--- src/rtl/alu_operand_stage.sv ---
`default_nettype none
// ============================================================================
// Module   : alu_operand_stage
// Brief    : Operand-fetch stage ahead of the ALU. Register file with
//            write-back bypass feeding one valid/ready pipeline register.
//            Optional macro IMM_SRC_EN adds the immediate operand-2 source.
// Revision : 1.0 - initial release
// ============================================================================
module alu_operand_stage #(
  parameter int DATA_WIDTH = 5,
  parameter int REG_COUNT  = 8,
  parameter int ADDR_WIDTH = $clog2(REG_COUNT)
) (
  input  logic                  clk,
  input  logic                  rst_n,
  input  logic                  in_valid,
  output logic                  in_ready,
  input  logic [ADDR_WIDTH-1:0] in_rs1_addr,
  input  logic [ADDR_WIDTH-1:0] in_rs2_addr,
  input  logic [ADDR_WIDTH-1:0] in_rd_addr,
  input  logic [1:0]            in_alu_inst,
`ifdef IMM_SRC_EN
  input  logic                  in_use_imm,
  input  logic [DATA_WIDTH-1:0] in_imm,
`endif
  output logic                  out_valid,
  input  logic                  out_ready,
  output logic [DATA_WIDTH-1:0] data_rs1,
  output logic [DATA_WIDTH-1:0] source_2,
  output logic [1:0]            alu_inst,
  output logic [ADDR_WIDTH-1:0] rd_addr,
  input  logic                  wb_en,
  input  logic [ADDR_WIDTH-1:0] wb_addr,
  input  logic [DATA_WIDTH-1:0] wb_data
);

  // Register 0 has no storage; it always reads as zero.
  logic [DATA_WIDTH-1:0] rf_q [1:REG_COUNT-1];

  logic [DATA_WIDTH-1:0] rs1_val;
  logic [DATA_WIDTH-1:0] rs2_val;
  logic [DATA_WIDTH-1:0] op2_val;
  logic                  accept;

  logic                  out_valid_q, out_valid_d;
  logic [DATA_WIDTH-1:0] data_rs1_q,  data_rs1_d;
  logic [DATA_WIDTH-1:0] source_2_q,  source_2_d;
  logic [1:0]            alu_inst_q,  alu_inst_d;
  logic [ADDR_WIDTH-1:0] rd_addr_q,   rd_addr_d;

  for (genvar i = 1; i < REG_COUNT; i++) begin : g_rf
    always_ff @(posedge clk or negedge rst_n) begin
      if (!rst_n) begin
        rf_q[i] <= '0;
      end else if (wb_en && (wb_addr == ADDR_WIDTH'(i))) begin
        rf_q[i] <= wb_data;
      end
    end
  end

  always_comb begin
    rs1_val = '0;
    if (in_rs1_addr != '0) begin
      if (wb_en && (wb_addr == in_rs1_addr)) begin
        rs1_val = wb_data;
      end else begin
        rs1_val = rf_q[in_rs1_addr];
      end
    end
  end

  always_comb begin
    rs2_val = '0;
    if (in_rs2_addr != '0) begin
      if (wb_en && (wb_addr == in_rs2_addr)) begin
        rs2_val = wb_data;
      end else begin
        rs2_val = rf_q[in_rs2_addr];
      end
    end
  end

`ifdef IMM_SRC_EN
  assign op2_val = in_use_imm ? in_imm : rs2_val;
`else
  assign op2_val = rs2_val;
`endif

  assign in_ready = !out_valid_q || out_ready;
  assign accept   = in_valid && in_ready;

  // Operands are only captured on accept, so a stall holds them exactly.
  always_comb begin
    out_valid_d = out_valid_q;
    data_rs1_d  = data_rs1_q;
    source_2_d  = source_2_q;
    alu_inst_d  = alu_inst_q;
    rd_addr_d   = rd_addr_q;
    if (accept) begin
      out_valid_d = 1'b1;
      data_rs1_d  = rs1_val;
      source_2_d  = op2_val;
      alu_inst_d  = in_alu_inst;
      rd_addr_d   = in_rd_addr;
    end else if (out_valid_q && out_ready) begin
      out_valid_d = 1'b0;
    end
  end

  always_ff @(posedge clk or negedge rst_n) begin
    if (!rst_n) begin
      out_valid_q <= 1'b0;
      data_rs1_q  <= '0;
      source_2_q  <= '0;
      alu_inst_q  <= '0;
      rd_addr_q   <= '0;
    end else begin
      out_valid_q <= out_valid_d;
      data_rs1_q  <= data_rs1_d;
      source_2_q  <= source_2_d;
      alu_inst_q  <= alu_inst_d;
      rd_addr_q   <= rd_addr_d;
    end
  end

  assign out_valid = out_valid_q;
  assign data_rs1  = data_rs1_q;
  assign source_2  = source_2_q;
  assign alu_inst  = alu_inst_q;
  assign rd_addr   = rd_addr_q;

endmodule
`default_nettype wire

--- config.mk ---
export PLATFORM = sky130hd
export DESIGN_NAME = alu_operand_stage
export DESIGN_NICKNAME = d
export VERILOG_FILES = /design/src/rtl/alu_operand_stage.sv
export SDC_FILE = /design/constraint.sdc
export NUM_CORES = 1
export LEC_CHECK = 0
export ABC_AREA = 0
export CAP_MARGIN = 15
export CORE_MARGIN = 2
export CORE_UTILIZATION = 45
export DETAILED_ROUTE_END_ITERATION = 10
export PLACE_DENSITY = 0.79
export SYNTH_ARGS = -nofsm -noshare
export SYNTH_HDL_FRONTEND = slang
export SYNTH_SLANG_ARGS = --single-unit
--- constraint.sdc ---
create_clock -name clk -period 1.6 [get_ports clk]
set_clock_uncertainty 0.05 [all_clocks]
set_input_delay 0.48 -clock clk [delete_from_list [all_inputs] [get_ports clk]]
set_output_delay 0.48 -clock clk [all_outputs]
set_load 0.005 [all_outputs]
Word-level counts from Yosys, hierarchy flattened. Index checks and enable logic that the tools add are counted.

Register bits: 51. Bits in latches: 0. Bits in writable memories: 0. ROM bits: 0. Input port bits: 24. Output and inout port bits: 17. Word-level logic and storage cells: 53. Memories kept: 0.

$add $sub $neg: 0. Multipliers: 0. Divide/modulo/power cells: 0. $lt $le $gt $ge: 2. Equal/unequal tests: 9. Shifts and indexed selects: 0. Multiplexer cells: 12. Bitwise logic cells: 2. Reductions and logical operators: 16.

Operator list (count): $mux 5 (8); $bmux 5 s3 (2); $eq 3x3->1 const B (4); $logic_and 1x1->1 (11); $ge 4x4->1 const B (2); $not 3->4 (2); $eq 3x2->1 const B (2); $eq 3x3->1 (2); $reduce_bool 3->1 (2); $eq 3x1->1 const B (1); $mux 1 (2); $reduce_bool 2->1 (1); $logic_not 1->1 (1); $logic_or 1x1->1 (1).

Depth between registers and ports, before layout. Gate-level depths: netlist of run 1.

Word-level depth: 6. Mapped depth: 6.

Worst setup path after synthesis of run 1. No wires, ideal clock.

Kind: in2reg. Start point: input port in_rs2_addr[1]. End point: register source_2_q[4] (netlist: source_2[4]). Library setup time: 0.126 ns. Data arrival time: 1.492 ns. Slack: -0.068 ns. Stages on the path: 5. Buffers on the path: 1. Path through: buf_6 -> mux2_4 -> a221oi_2 -> nor4_1 -> a221o_1.

Word-level cells in the longest chain between the ends: 6. Elaborated cells on any way between the ends: 9. Classes of those cells: 1 x eq/ne; 5 x mux; 1 x bitwise; 2 x reduce/logical.

Ends and longest elaborated chain: from (decl) (RTL line 19) `input logic [ADDR_WIDTH-1:0] in_rs2_addr,`; $not 3->4 (implied by the code) (RTL line 78) `rs2_val = rf_q[in_rs2_addr];`; $bmux 5 s3 (RTL line 78); $mux 5 (implied by the code) (2 in a row) (RTL line 78); $mux 5 (RTL line 75) `if (wb_en && (wb_addr == in_rs2_addr)) begin`; $mux 5 * (RTL line 74) `if (in_rs2_addr != '0) begin`; to (signal assigned) (RTL line 120) `source_2_q <= source_2_d;`; to (decl) (RTL line 47) `logic [DATA_WIDTH-1:0] source_2_q, source_2_d;`.

Mark *: on every way between the ends. The rest lies on a longest branch, timed or not. The select of a mux whose other input is x is not followed. A chain may end at the register's enable or synchronous reset.

Final worst setup path of run 1.
Start point: input port in_rs1_addr[0]. End point: register data_rs1_q[2] (netlist: data_rs1[2]).

Word-level cells in the longest chain between the ends: 6. Elaborated cells on any way between the ends: 9. Classes of those cells: 1 x eq/ne; 5 x mux; 1 x bitwise; 2 x reduce/logical.

Ends and longest elaborated chain: from (decl) (RTL line 18) `input logic [ADDR_WIDTH-1:0] in_rs1_addr,`; $not 3->4 (implied by the code) (RTL line 67) `rs1_val = rf_q[in_rs1_addr];`; $bmux 5 s3 (RTL line 67); $mux 5 (implied by the code) (2 in a row) (RTL line 67); $mux 5 (RTL line 64) `if (wb_en && (wb_addr == in_rs1_addr)) begin`; $mux 5 * (RTL line 63) `if (in_rs1_addr != '0) begin`; to (signal assigned) (RTL line 119) `data_rs1_q <= data_rs1_d;`; to (decl) (RTL line 46) `logic [DATA_WIDTH-1:0] data_rs1_q, data_rs1_d;`.

Marks and branches as above.

==> results.json, run 1 <==
{
  "run_status": "finished, final reports clean",
  "slew_headroom": 0.705,
  "grt_first_pass_wirelength_mm": 12.7,
  "timing.critical_path.slowest_stage_cell": "a221oi_2",
  "power.leakage_nw": 1.75,
  "mostFrequentLayoutCells": "dfrtp_1 (51), mux2_2 (44), buf_4 (36)",
  "ys_warns": 0,
  "first_global_vias": 2347,
  "clock-root-buffer": "clkbuf_8",
  "layout_setup_ws_ps": 5.32,
  "wl_per_cell_microns": 21.1,
  "ant_nets": 0,
  "synth_top_area_cell": "dfrtp_1",
  "design.die.area_sq_mm": 0.00691,
  "yosysUniqueCellTypes": 26,
  "floorplan.die.height_microns": 83.1,
  "critPathMaxStageDelay_ps": 380,
  "worstSetupPathType": "input pin to flip-flop",
  "pin_count": 41,
  "reported_max_cap_violation_count": 0,
  "hpwl_mm": 4.99,
  "final_hold_viol_count": 0,
  "vias": 2272,
  "synthFlopType": "dfrtp_1",
  "synth_area_sq_mm": 0.00282,
  "tritoncts_num_sinks": 51,
  "crit_fanout": 5,
  "drt_first_pass_iters": 4,
  "post-place-ws_ps": -711,
  "ir_worst_vdd_mv": 0.637,
  "timing.critical_path.cells": "clkdlybuf4s15_2 > buf_4 > nor2b_1 > a221oi_2 > nor4_4 > a221o_1",
  "critical_path.startpoint_type": "input pin",
  "cp-startpoint": "in_rs1_addr[0]",
  "floorplan.initialDensity": 0.471,
  "synth_async_sr_flop_share": 1.00,
  "cts_hold_buf": 0,
  "placementRows": 28,
  "path_buf_inv": 2,
  "cp_capture_type": "flip-flop",
  "antennaDiodeCount": 0,
  "portBuffers": 40,
  "critical-path-top-delay-family": "compound AO/OA/AOI/OAI gates",
  "busiest_layer": "met2",
  "maxClockFrequency_mhz": 627,
  "grt_start_max_net_pins": 20,
  "grt_antenna_before_repair": 0,
  "clock_tree.buffer_depth": 2,
  "synthesis.area_per_instance_sq_um": 13.4,
  "synth.net_count": 234,
  "worstReg2RegStart": "out_valid",
  "drv_slew": 0,
  "final_common_cell": "dfrtp_1",
  "final_net_count": 321,
  "cts_inserted_buffers": 5,
  "period_minus_slack_ps": 1590,
  "fin_area_sq_mm": 0.00409,
  "fillers": 424,
  "post-synth-top-area-fraction": 0.453,
  "rsz0062_at_grt": "yes",
  "gr-usage-met1": 0.297,
  "detailedRoute.firstIterationViolations": 87,
  "seq_area_frac_synth": 0.453,
  "globalRouteMet3Util": 0.0427,
  "drc_errors": 0,
  "core-area_sq_mm": 0.00599,
  "gr-usage-met2": 0.394,
  "area_growth_syn_to_layout_pct": 45.1,
  "clock_insertion_delay_worst_skew_ps": 310,
  "viasPerCell": 6.11,
  "synthesis.instances": 210,
  "postPlaceCellArea_sq_mm": 0.00350,
  "tritoncts_clock_tree": "built",
  "synth_edf_count": 0,
  "finish.utilization": 0.683,
  "critPathRequiredTime_ps": 1750,
  "final_min_period_over_clock_period": 0.997,
  "drive_gt1_frac": 0.562,
  "worst-slew-pin-transition_ps": 442,
  "clkSlewWorstSetupHoldPaths_ps": 100,
  "timing.reg2reg.setup_slack_ps": 30,
  "gpl.final_weighted_congestion": 0.873,
  "hold_path_class": "input pin to async pin",
  "arr_time_crit_path_ps": 1750,
  "globalRouteOverflowTotal": 0,
  "detail_route.wirelength_mm": 7.84,
  "ys_top_cells_by_area": "dfrtp_1 (45%), mux2_2 (18%), mux2_1 (7.6%), mux2_4 (3.7%), a221o_1 (3.6%)",
  "power_density_cells_mw_per_mm2": 976,
  "setup_viol_count_final": 0,
  "die_w_microns": 83.1,
  "synth_seq_cells": 51,
  "global_route.usage.total": 0.232,
  "htree_num_levels": 2
}
==> report_power, final <==
group,total [mW],internal (mW),leakage [nW],switching [mW]
combinational,1.31,0.786,1.09,0.527
sequential,1.78,1.56,0.616,0.223
clock,0.903,0.458,0.0502,0.445
total,3.99,2.80,1.75,1.20
==> sequential cells by signal, indices dropped and copies added (netlist names) <==
signal and cells:
rf_q 35, data_rs1 5, source_2 5, rd_addr 3
alu_inst 2, out_valid 1
==> logic make-up after synthesis <==
| family | Yosys count | share of synthesized area |
|---|---|---|
| DFF | 51 | 0.453 |
| buffers and inverters | 13 | 0.0399 |
| and+or+nand+nor | 38 | 0.0928 |
| muxes | 70 | 0.289 |
| xor gates and xnor gates | 6 | 0.0186 |
| AOI/OAI and AO/OA | 32 | 0.107 |
==> final timing paths <==
path,end,cells past startpoint
setup / recovery,data_rs1[2],6
hold / removal,rf_q[4],1
setup reg to reg,data_rs1[1],7
hold reg to reg,alu_inst[1],1
max in group asynchronous,rf_q[17],2
min in group clk,alu_inst[1],1
==> layout make-up <==
cell class | count | area, sq um | share of cell area
Clock buffer | 5 | 68.8 | 0.0168
Clock inverter | 2 | 37.5 | 0.00917
Multi-Input combinational cell | 146 | 1760 | 0.430
Sequential cell | 51 | 1280 | 0.312
Tap cell | 75 | 93.8 | 0.0229
Timing Repair Buffer | 93 | 857 | 0.209
==> cells in the mapped netlist, drive strengths merged, types with 3 or more instances <==
cell     n
o22ai   10
a221o   10
dfrtp   51
mux2    70
nor2b    4
nand2b   6
nand4b   3
xnor2    6
nor4    10
a221oi  10
nand2    5
buf     11
nand4    3
==> what timing repair did <==
item	4_1_cts	5_1_grt
gates resized for setup	88	29
buffers inserted	17	2
cloned	3	0
setup endpoints to repair	62	10
pin swaps	7	12
==> through the flow <==
| stage | instances | total power [mW] | hold WS [ps] | TNS, ps |
|---|---|---|---|---|
| 2_1_floorplan | 210 | 2.37 | 134 | -307 |
| 3_3_place_gp | 345 | 2.78 | 388 | -22250 |
| 3_5_place_dp | 345 | 2.83 | 389 | -23090 |
| 4_1_cts | 372 | 3.87 | 48.4 | 0 |
| 5_1_grt | 372 | 4.18 | 71.6 | -124 |
| 6_report | 372 | 3.99 | 47.6 | 0 |
==> metal layers <==
layer / wire length (microns) / part of all wire
met1: 3420 / 0.44
met3: 399 / 0.051
met4: 188 / 0.024
met5: 0 / 0
met2: 3830 / 0.49
Note: power is estimated with default switching activity, not from simulation.
==> inputs of run 2 (changes only) <==
ABC_AREA = 1   (was 0)
==> results.json, run 2 <==
{
  "ant_nets": 0,
  "largest_register_ff_count": 35,
  "period_minus_slack_ps": 1530,
  "drt_first_pass_iters": 6,
  "power.leakage_nw": 2.03,
  "synth_edf_count": 0,
  "viasPerCell": 5.34,
  "htree_num_levels": 2,
  "ys_top_cells_by_area": "dfrtp_1 (43%), nand2_1 (22%), nand3_1 (9.9%), o21ai_0 (5.5%), inv_1 (2.8%)",
  "synthesis.instances": 405,
  "critical_path.startpoint_type": "flip-flop",
  "worst-slew-pin-transition_ps": 294,
  "yosysUniqueCellTypes": 26,
  "global_route.usage.total": 0.244,
  "final_hold_viol_count": 0,
  "wl_per_cell_microns": 14.8,
  "synth_async_sr_flop_share": 1.00,
  "floorplan.die.height_microns": 84.8,
  "floorplan.initialDensity": 0.463,
  "run_status": "finished, final reports clean",
  "multiInputGateArea_sq_mm": 0.00150,
  "crit_fanout": 2,
  "cts_hold_buf": 0,
  "synth_area_sq_mm": 0.00294,
  "vias": 2989,
  "tritoncts_clock_tree": "built",
  "timing.critical_path.slowest_stage_cell": "dfrtp_1",
  "critPathMaxStageDelay_ps": 390,
  "cp_capture_type": "output pin",
  "final_min_period_over_clock_period": 0.956,
  "critPathRequiredTime_ps": 1070,
  "rsz0062_at_grt": "no",
  "top_register": "rf_q",
  "fillers": 589,
  "seq_area_frac_synth": 0.434,
  "timing.critical_path.cells": "buf_4 > nand2_2 > buf_2",
  "power_density_cells_mw_per_mm2": 913,
  "arr_time_crit_path_ps": 1000,
  "gpl.final_weighted_congestion": 0.944,
  "synth_commonest_cells": "nand2_1 (176), nand3_1 (58), dfrtp_1 (51)",
  "globalRouteOverflowTotal": 0,
  "hpwl_mm": 6.22,
  "final_net_count": 506,
  "mostFrequentLayoutCells": "nand2_1 (173), nand3_1 (56), dfrtp_1 (51)",
  "clock_insertion_delay_worst_skew_ps": 320,
  "slew_headroom": 0.803,
  "post-synth-top-area-fraction": 0.434,
  "synthFlopType": "dfrtp_1",
  "totalNegativeSetupSlack_ps": 0,
  "cts_inserted_buffers": 5,
  "maxClockFrequency_mhz": 654,
  "synthesis.area_per_instance_sq_um": 7.25,
  "synth_top_area_cell": "dfrtp_1",
  "drv_slew": 0,
  "tritoncts_num_sinks": 51,
  "pin_count": 41,
  "die_w_microns": 84.8,
  "portBuffers": 40,
  "clock_tree.buffer_depth": 2,
  "worstSetupPathType": "flip-flop to output pin",
  "detailedRoute.firstIterationViolations": 252,
  "placementRows": 29,
  "first_global_vias": 2863,
  "core-area_sq_mm": 0.00635,
  "hold_path_class": "input pin to async pin",
  "ir_worst_vdd_mv": 0.621,
  "drive_gt1_frac": 0.199,
  "grt_first_pass_wirelength_mm": 13.8,
  "ys_warns": 0,
  "setup_viol_count_final": 0,
  "detail_route.wirelength_mm": 8.31,
  "drc_errors": 0,
  "reported_max_cap_violation_count": 0,
  "grt_start_max_net_pins": 52,
  "number_of_cells_on_the_worst_reg_to_reg_path": 9,
  "ff_latch_area_sq_mm": 0.00128,
  "clkSlewWorstSetupHoldPaths_ps": 100,
  "grt_antenna_before_repair": 0,
  "design_power_total_mw": 3.49,
  "area_growth_syn_to_layout_pct": 30.0,
  "final_common_cell": "nand2_1",
  "antennaDiodeCount": 0,
  "synth.net_count": 429,
  "post-synth-top-count-cell": "nand2_1",
  "synth_seq_cells": 51,
  "design.die.area_sq_mm": 0.00719,
  "clock-root-buffer": "clkbuf_8"
}
[run 2: per-layer routing]
layer / track usage / routed length, microns
met5: 0 / 0
met1: 0.347 / 3710
met4: 0.0996 / 289
met3: 0.0364 / 532
met2: 0.374 / 3780
[run 2: critical path, delay by kind of cell (launching register included)]
family / cells / cell delay, ps
DFF: 1 / 390
buffers and inverters: 2 / 230
and+or+nand+nor: 1 / 50
[run 2: final timing paths]
path / slack (ps) / to / from
hold / removal: 70 / data_rs1[1] / rst_n
setup / recovery: 70 / in_ready / out_valid
max in group asynchronous: 1190 / rf_q[14] / rst_n
min in group clk: 440 / data_rs1[4] / data_rs1[4]
setup reg to reg: 180 / source_2[0] / out_valid
hold reg to reg: 440 / data_rs1[4] / data_rs1[4]
[run 2: power by group]
part | internal (mW) | switching (mW) | total (mW)
registers | 1.53 | 0.181 | 1.71
logic | 0.459 | 0.532 | 0.991
clock network | 0.322 | 0.466 | 0.788
total | 2.31 | 1.18 | 3.49
[run 2: cells by family (layout without fill, tap and decap cells)]
family                 Yosys count  in the layout  synth area share
buffers and inverters           44            121            0.0694
multiplexers                     5              5            0.0192
XOR/XNOR                         1              1           0.00298
flip-flops                      51             51             0.434
AO/OA/AOI/OAI                   41             41            0.0805
AND/OR/NAND/NOR                263            264             0.394
[run 2: repair_timing]
item | in CTS | in global routing
resized for setup | 26 | 15
endpoints found under the setup margin | 27 | 39
cloned | 0 | 1
buffers inserted | 5 | 1
pin swaps | 1 | 6
[run 2: area by class of cell]
class	instances	share of cell area
Sequential cell	51	0.334
Clock inverter	3	0.00688
Inverter	30	0.0295
Timing Repair Buffer	83	0.193
Tap cell	77	0.0252
Multi-Input combinational cell	311	0.393
Clock buffer	5	0.0180
[run 2: metrics by stage]
| step | cell area [sq um] | instances | setup slack, ps | hold slack, ps | utilization |
|---|---|---|---|---|---|
| 2_1_floorplan | 2940 | 405 | 216 | 134 | - |
| 3_3_place_gp | 3650 | 545 | -459 | 413 | 0.575 |
| 3_5_place_dp | 3650 | 545 | -464 | 416 | 0.575 |
| 4_1_cts | 3760 | 558 | -77.2 | 92.1 | 0.593 |
| 5_1_grt | 3820 | 560 | 1.98 | 93.2 | 0.601 |
| 6_report | 3820 | 560 | 71.0 | 66.5 | 0.601 |
